[src/rtl/obj_frame_sync.sv]
// Double-buffered object coordinate table: UART command words fill a shadow
// copy that is transferred to the renderer-visible registers on vsync falling edges.
module obj_frame_sync #(
  parameter int CORDW  = 10,
  parameter int NOBJ   = 4,
  parameter int ATOMIC = 0
) (
  input  logic                    pix_clk,
  input  logic                    rst_pix,
  input  logic                    n_vsync,
  input  logic                    valid_data,
  input  logic [31:0]             uart_buf,
  output logic [NOBJ*CORDW-1:0]   obj_x,
  output logic [NOBJ*CORDW-1:0]   obj_y,
  output logic [NOBJ-1:0]         obj_en,
  output logic                    commit,
  output logic [15:0]             frame_cnt,
  output logic [7:0]              err_cnt
);

  localparam logic [3:0] NOBJ_L    = 4'(NOBJ);
  localparam logic [3:0] BARRIER_L = 4'hF;

  logic                         vs_q, vs_d;
  logic [NOBJ-1:0][CORDW-1:0]   shadow_x_q, shadow_x_d;
  logic [NOBJ-1:0][CORDW-1:0]   shadow_y_q, shadow_y_d;
  logic [NOBJ-1:0]              shadow_en_q, shadow_en_d;
  logic [NOBJ-1:0]              pending_q, pending_d;
  logic                         armed_q, armed_d;
  logic [NOBJ-1:0][CORDW-1:0]   act_x_q, act_x_d;
  logic [NOBJ-1:0][CORDW-1:0]   act_y_q, act_y_d;
  logic [NOBJ-1:0]              act_en_q, act_en_d;
  logic                         commit_q, commit_d;
  logic [15:0]                  frame_cnt_q, frame_cnt_d;
  logic [7:0]                   err_cnt_q, err_cnt_d;

  logic [3:0]       w_idx_s;
  logic             w_en_s;
  logic [CORDW-1:0] w_x_s;
  logic [CORDW-1:0] w_y_s;
  logic             is_slot_s;
  logic             is_barrier_s;
  logic             is_bad_s;
  logic             vs_fall_s;
  logic             do_commit_s;

  // Word decode and frame-edge / commit qualification.
  always_comb begin
    w_idx_s      = uart_buf[31:28];
    w_en_s       = uart_buf[27];
    w_x_s        = uart_buf[2*CORDW-1:CORDW];
    w_y_s        = uart_buf[CORDW-1:0];
    is_slot_s    = valid_data && (w_idx_s < NOBJ_L);
    is_barrier_s = valid_data && (w_idx_s == BARRIER_L);
    is_bad_s     = valid_data && !(w_idx_s < NOBJ_L) && (w_idx_s != BARRIER_L);
    vs_fall_s    = vs_q && !n_vsync;
    do_commit_s  = vs_fall_s && ((ATOMIC == 0) || armed_q) && (pending_q != '0);
  end

  // Next-state: commit copies pre-edge shadow; a coinciding write lands in
  // shadow afterwards and keeps its pending bit for the following commit.
  always_comb begin
    vs_d        = n_vsync;
    shadow_x_d  = shadow_x_q;
    shadow_y_d  = shadow_y_q;
    shadow_en_d = shadow_en_q;
    act_x_d     = act_x_q;
    act_y_d     = act_y_q;
    act_en_d    = act_en_q;
    commit_d    = do_commit_s;

    if (do_commit_s) begin
      pending_d = '0;
      armed_d   = 1'b0;
    end else begin
      pending_d = pending_q;
      armed_d   = armed_q;
    end

    for (int i = 0; i < NOBJ; i++) begin
      if (do_commit_s && pending_q[i]) begin
        act_x_d[i]  = shadow_x_q[i];
        act_y_d[i]  = shadow_y_q[i];
        act_en_d[i] = shadow_en_q[i];
      end else begin
        act_x_d[i]  = act_x_q[i];
      end
      if (is_slot_s && (w_idx_s == 4'(i))) begin
        shadow_x_d[i]  = w_x_s;
        shadow_y_d[i]  = w_y_s;
        shadow_en_d[i] = w_en_s;
        pending_d[i]   = 1'b1;
      end else begin
        shadow_x_d[i]  = shadow_x_q[i];
      end
    end

    if (is_barrier_s) begin
      armed_d = 1'b1;
    end else begin
      armed_d = armed_d;
    end

    if (vs_fall_s) begin
      frame_cnt_d = frame_cnt_q + 16'd1;
    end else begin
      frame_cnt_d = frame_cnt_q;
    end

    if (is_bad_s && (err_cnt_q != 8'hFF)) begin
      err_cnt_d = err_cnt_q + 8'd1;
    end else begin
      err_cnt_d = err_cnt_q;
    end
  end

  // State registers with synchronous reset.
  always_ff @(posedge pix_clk) begin
    if (rst_pix) begin
      vs_q        <= 1'b1;
      shadow_x_q  <= '0;
      shadow_y_q  <= '0;
      shadow_en_q <= '0;
      pending_q   <= '0;
      armed_q     <= 1'b0;
      act_x_q     <= '0;
      act_y_q     <= '0;
      act_en_q    <= '0;
      commit_q    <= 1'b0;
      frame_cnt_q <= 16'd0;
      err_cnt_q   <= 8'd0;
    end else begin
      vs_q        <= vs_d;
      shadow_x_q  <= shadow_x_d;
      shadow_y_q  <= shadow_y_d;
      shadow_en_q <= shadow_en_d;
      pending_q   <= pending_d;
      armed_q     <= armed_d;
      act_x_q     <= act_x_d;
      act_y_q     <= act_y_d;
      act_en_q    <= act_en_d;
      commit_q    <= commit_d;
      frame_cnt_q <= frame_cnt_d;
      err_cnt_q   <= err_cnt_d;
    end
  end

  assign obj_x     = act_x_q;
  assign obj_y     = act_y_q;
  assign obj_en    = act_en_q;
  assign commit    = commit_q;
  assign frame_cnt = frame_cnt_q;
  assign err_cnt   = err_cnt_q;

endmodule

[config.mk]
export PLATFORM = sky130hd
export DESIGN_NAME = obj_frame_sync
export DESIGN_NICKNAME = d
export VERILOG_FILES = /design/src/rtl/obj_frame_sync.sv
export SDC_FILE = /design/constraint.sdc
export NUM_CORES = 1
export LEC_CHECK = 0
export BUFFER_PORTS_ARGS = -buffer_cell sky130_fd_sc_hd__buf_4
export CAP_MARGIN = 20
export CORE_MARGIN = 3
export CORE_UTILIZATION = 58
export DETAILED_ROUTE_END_ITERATION = 7
export PLACE_DENSITY = 0.95
export REMOVE_ABC_BUFFERS = 1
export SYNTH_ARGS = -nofsm -noshare
export SYNTH_HDL_FRONTEND = slang
export SYNTH_SLANG_ARGS = --single-unit
[constraint.sdc]
create_clock -name pix_clk -period 4.6 [get_ports pix_clk]
set_input_delay 1.15 -clock pix_clk [delete_from_list [all_inputs] [get_ports pix_clk]]
set_output_delay 1.15 -clock pix_clk [all_outputs]
set_load 0.05 [all_outputs]
==> flow_summary_export.csv, run 1 <==
group,metric,value,unit
run_status,status,"complete, no violations",
sta,rsz0062_at_grt,"false",
die,core,11700,µm²
synthesis,seq_area_frac_synth,55.5,%
worst_setup_path,path_cells,"buf_4, or3b_1, nor3_4, buf_4, mux2i_1, nor2_1",
sta,worstMarginPinSlew,0.925,ns
cts,post_cts_buffers,0,
sta,fmax,0.364,GHz
layout,final_common_cell,"nand2_1",
global_route,grt_pass1_wl,27.1,mm
power,power.leakage,0.00326,µW
cts,ctsHtreeMaxLevel,4,
layout,diodes,0,
global_route,busiest_layer,"met2",
drt,num_vias,6115,
sta,setup_violations,0,
layout,drive_gt1_share,18.6,%
die,design.die.area,13700,µm²
global_route,grt_pass1_vias,5510,
synthesis,synth.area.top_cells,"dfxtp_1 56%, nand2_1 16%, a21oi_1 11%",
worst_setup_path,worstPathArrival,3.04,ns
worst_setup_path,worstSetupPathType,"in2reg",
drt,detail-route-antenna-nets,0,
cts,cts_buffers,17,
cts,cts_tree,"yes",
global_route,grt_overflow_total,0,
worst_setup_path,required,4.89,ns
sta,clock_skew,0.0114,ns
hold_path,min_path_cells,2,
cts,postCtsResizedCells,0,
die,dieHeight,117,µm
die,start_util,60.9,%
worst_setup_path,endpoint_kind,"flip-flop",
global_route,grt_usage,25.8,%
placement,port_buffers,137,
sta,final_max_slew_viol_count,0,
cts,clock_latency,0.44,ns
synthesis,syn_area,7140,µm²
worst_setup_path,worstRegToRegCells,4,
global_route,use_met2,42.5,%
hold_path,min_path_type,"reg2reg",
worst_setup_path,crit_fanout,12,
cts,clock-sinks,198,
flow_run,max_cap_viol_count,0,
drt,drcViolationCount,0,
worst_setup_path,worst_path_largest_cell_delay,0.59,ns
drt,via_per_inst,5.45,
synthesis,synth.avg_cell_area,8.31,µm²
drt,wire_per_inst,15.9,µm
power,powerDensity,395,nW/µm²
worst_setup_path,cp-start-kind,"primary input",
die,ios,145,
cts,ctsHoldBuffers,0,
synthesis,yosys_most_used_dff,"dfxtp_1",
sta,slew_headroom,38.1,%
layout,final_cell_mix,"312 x nand2_1, 198 x dfxtp_1, 156 x a21oi_1",
worst_setup_path,cpMostUsedCell,"buf_4",
sta,hold_violations,0,
sta,period_share,59.8,%
synthesis,synth_top_area_cell,"dfxtp_1",
layout,final_util,74.9,%
synthesis,yosysWarnings,0,
synthesis,synth_edf_count,0,
drt,drt_iter0_markers,451,
sta,tns,0,ns
global_route,grt_util_met1,30.9,%
synthesis,syn_inst,859,
global_route,grt_start_max_net_pins,121,
layout,area_growth,22.9,%
die,die_x,117,µm
cts,cts_root_buf,"clkbuf_16",
sta,finalCriticalPeriod,2.75,ns
global_route,antenna_found_initial,0,
synthesis,ys_types,37,
placement,dp_hpwl,11.5,mm
power,vdd_drop_max,319,µV
synthesis,async_reset_ff_share,0,%
drt,drt_wl_total,17.8,mm
layout,nets,1003,
drt,dr.pass1.iters,8,
synthesis,synth_seq_cells,198,
placement,gp_congestion,0.792,
worst_setup_path,crit_slowest_cell,"nor3_4",
synthesis,synth_top_area_share,55.5,%
cts,clk_path_buf_depth,2,
global_route,grt_use_met3,9.46,%
cts,path_clk_slew,0.07,ns
die,placementRows,39,
## layout make-up
class | count | area (µm²)
fill | 853 | 2940
clock buffer | 25 | 505
tap | 143 | 179
multi-input combinational | 603 | 2890
sequential | 198 | 3960
clock inverter | 7 | 140
inverter | 1 | 3.75
timing repair buffer | 144 | 1080
## registers in the layout, summed over array words and instances, names as in the netlist
name	cells
commit	1
shadow_x_q	40
obj_x	40
obj_en	4
vs_q	1
shadow_y_q	40
err_cnt	8
pending_q	4
shadow_en_q	4
obj_y	40
frame_cnt	16
## cells in the mapped netlist (3+ instances only)
master,instances
mux2i_1,22
buf_6,7
and4b_1,3
nand4_1,10
o21ai_0,5
buf_2,9
xor2_1,13
nand3_1,4
dfxtp_1,198
or3_1,4
or4_1,3
nand2_1,312
a21oi_1,156
clkbuf_1,41
nor2_1,38
and2_1,5
## worst paths after layout
| kind | start | end | slack (ns) |
|---|---|---|---|
| max | uart_buf[31] | shadow_x_q[1] | 1.85 |
| min | shadow_x_q[16] | obj_x[16] | 0.44 |
| max reg2reg | vs_q | obj_y[11] | 2.37 |
| min reg2reg | shadow_x_q[16] | obj_x[16] | 0.44 |
## report_power, final
part | internal [µW] | switching, µW
Combinational | 39.9 | 89.0
Sequential | 1730 | 10.7
Clock | 982 | 615
## cells by family after synthesis
| logic type | Yosys count | share of synthesized area (%) |
|---|---|---|
| multiplexers | 22 | 3.09 |
| flip-flops | 198 | 55.5 |
| adder cells (fa/ha/maj) | 2 | 0.351 |
| buffers and inverters | 58 | 3.95 |
| AND/OR/NAND/NOR | 396 | 23.1 |
| AO/OA/AOI/OAI | 169 | 12.2 |
| XOR/XNOR | 14 | 1.72 |
## metrics by stage
| stage | cell area (µm²) | power (µW) | hold slack (ns) | cells | setup WS, ns |
|---|---|---|---|---|---|
| floorplan | 6860 | 1820 | 0.425 | 802 | 1.73 |
| global route | 8770 | 3560 | 0.464 | 1121 | 1.72 |
| CTS | 8770 | 3470 | 0.450 | 1121 | 1.85 |
| finish | 8770 | 3460 | 0.443 | 1121 | 1.85 |
| global placement | 8120 | 1900 | 0.436 | 1089 | 1.43 |
| detailed placement | 8120 | 1900 | 0.441 | 1089 | 1.41 |
## worst max-delay path, delay by kind of cell
| family | cells | cell delay (ns) |
|---|---|---|
| buffers and inverters | 2 | 0.49 |
| muxes | 1 | 0.23 |
| and+or+nand+nor | 3 | 1.17 |
## per-layer routing
metal	routed length, µm	vias to the layer above
met3	1570	31
met5	0	-
met4	423	0
li1	-	3014
met2	8550	243
met1	7260	2827
(Power assumes the default switching activity.)
==> run 2: changes to the inputs <==
--- a/config.mk
+++ b/config.mk
@@ -8,9 +8,9 @@
 export BUFFER_PORTS_ARGS = -buffer_cell sky130_fd_sc_hd__buf_4
 export CAP_MARGIN = 20
 export CORE_MARGIN = 3
-export CORE_UTILIZATION = 58
+export CORE_UTILIZATION = 49
 export DETAILED_ROUTE_END_ITERATION = 7
-export PLACE_DENSITY = 0.95
+export PLACE_DENSITY = 0.87
 export REMOVE_ABC_BUFFERS = 1
 export SYNTH_ARGS = -nofsm -noshare
 export SYNTH_HDL_FRONTEND = slang
==> constraint.sdc (replaced) <==
create_clock -name pix_clk -period 2.3 [get_ports pix_clk]
set_input_delay 0.575 -clock pix_clk [delete_from_list [all_inputs] [get_ports pix_clk]]
set_output_delay 0.575 -clock pix_clk [all_outputs]
set_load 0.05 [all_outputs]
==> run 2 against run 1 <==
Sequential cell count unchanged. Die area increased by 17%. Via count decreased by 0.34%. Total power increased by 89%. Hold slack got worse by 0.060 ns. Largest cell class unchanged. Count of clock-buffer cells in the layout decreased by 7. Sequential power increased by 100%. Critical path depth decreased by 1. Combinational power increased by 110%. Clock skew decreased by 0.0038 ns. Largest power group unchanged.
==> flow_summary_export.csv, run 2 (synthesized netlist as in run 1, its figures left out) <==
group,metric,value,unit
run_status,status,"complete, no violations",
layout,fillers,1214,
sta,rsz0062_at_grt,"false",
sta,tns,0,ns
placement,port_buffers,137,
sta,setup_violations,0,
cts,clock-sinks,198,
worst_setup_path,crit_fanout,14,
flow_run,max_cap_viol_count,0,
cts,ctsHoldBuffers,0,
sta,worstMarginPinSlew,0.869,ns
cts,cts_root_buf,"clkbuf_16",
sta,hold_violations,0,
cts,ctsHtreeMaxLevel,4,
drt,via_per_inst,5.21,
sta,finalCriticalPeriod,1.96,ns
cts,clock_latency,0.42,ns
placement,dp_slack,0.145,ns
die,die_x,127,µm
placement,gp_congestion,0.802,
global_route,grt_pass1_vias,5606,
drt,wire_per_inst,15.0,µm
drt,detail-route-antenna-nets,0,
cts,cts_buffers,17,
layout,nets,1014,
worst_setup_path,cp-start-kind,"flip-flop",
global_route,grt_overflow_total,0,
global_route,grt_pass1_wl,27.9,mm
die,design.die.area,16000,µm²
die,ios,145,
sta,slew_headroom,41.8,%
sta,period_share,85.2,%
layout,final_util,63.0,%
die,dieHeight,127,µm
drt,drt_iter0_markers,390,
layout,area_growth,24.1,%
cts,postCtsResizedCells,0,
worst_setup_path,worstPathArrival,2.24,ns
worst_setup_path,endpoint_kind,"flip-flop",
layout,multi_input_area,2890,µm²
drt,drt_wl_total,17.6,mm
sta,holdWs,0.384,ns
power,powerDensity,741,nW/µm²
placement,dp_hpwl,11.5,mm
drt,dr.pass1.iters,5,
worst_setup_path,worstSetupPathType,"reg2reg",
power,vdd_drop_max,462,µV
layout,diodes,0,
drt,num_vias,6094,
hold_path,min_path_type,"in2reg",
global_route,grt_usage,21.8,%
sta,final_max_slew_viol_count,0,
die,core,14000,µm²
sta,finalWorstSetupSlack,0.341,ns
power,power.leakage,0.00329,µW
cts,clk_path_buf_depth,2,
worst_setup_path,required,2.59,ns
sta,fmax,0.511,GHz
layout,final_common_cell,"nand2_1",
layout,final_cell_mix,"312 x nand2_1, 198 x dfxtp_1, 156 x a21oi_1",
drt,drcViolationCount,0,
cts,path_clk_slew,0.07,ns
cts,cts_tree,"yes",
global_route,grt_start_max_net_pins,83,
cts,post_cts_buffers,0,
layout,regArea,3960,µm²
die,start_util,50.8,%
layout,drive_gt1_share,19.8,%
die,placementRows,43,
sta,clock_skew,0.00762,ns
global_route,antenna_found_initial,0,
==> run 2: cell type report <==
cell class,count,area share [%]
Clock inverter,14,1.43
Multi-Input combinational cell,603,32.6
Sequential cell,198,44.8
Timing Repair Buffer,155,13.6
Clock buffer,18,4.96
Tap cell,180,2.54
Inverter,1,0.0424
==> run 2: layer usage <==
metal  part of all wire, %  up-vias  track usage (%)
li1                      -     3047                -
met1                    42     2862             26.9
met2                    50      173             36.8
met3                   7.0       12             6.65
met4                   1.1        0             6.94
met5                     0        -                0
==> run 2: worst paths after layout <==
check / from / slack, ns / cells past startpoint / endpoint
setup / recovery: err_cnt[0] / 0.34 / 5 / err_cnt[1]
hold / removal: n_vsync / 0.38 / 2 / vs_q
setup reg to reg: err_cnt[0] / 0.34 / 5 / err_cnt[1]
hold reg to reg: shadow_y_q[26] / 0.45 / 2 / obj_y[26]
==> run 2: power by group <==
| group | switching (µW) | total, µW | internal (µW) | leakage [µW] |
|---|---|---|---|---|
| Combinational | 181 | 269 | 88.6 | 0.00141 |
| Clock | 1290 | 2810 | 1530 | 0.000276 |
| Sequential | 21.3 | 3480 | 3450 | 0.00160 |
| Total | 1490 | 6560 | 5070 | 0.00329 |
==> run 2: worst max-delay path, stage by stage, from the launching register on <==
cell	delay (ns)
dfxtp_1	0.40
ha_1	0.19
nand3_1	0.15
o211ai_1	0.75
mux2i_1	0.28
nor2_1	0.05
==> run 2: through the flow <==
step                cells  area (µm²)  power (µW)
finish               1169        8850        6560
global route         1169        8850        6790
CTS                  1169        8850        6620
detailed placement   1137        8290        3820
global placement     1137        8290        3820
floorplan             802        6860        3650
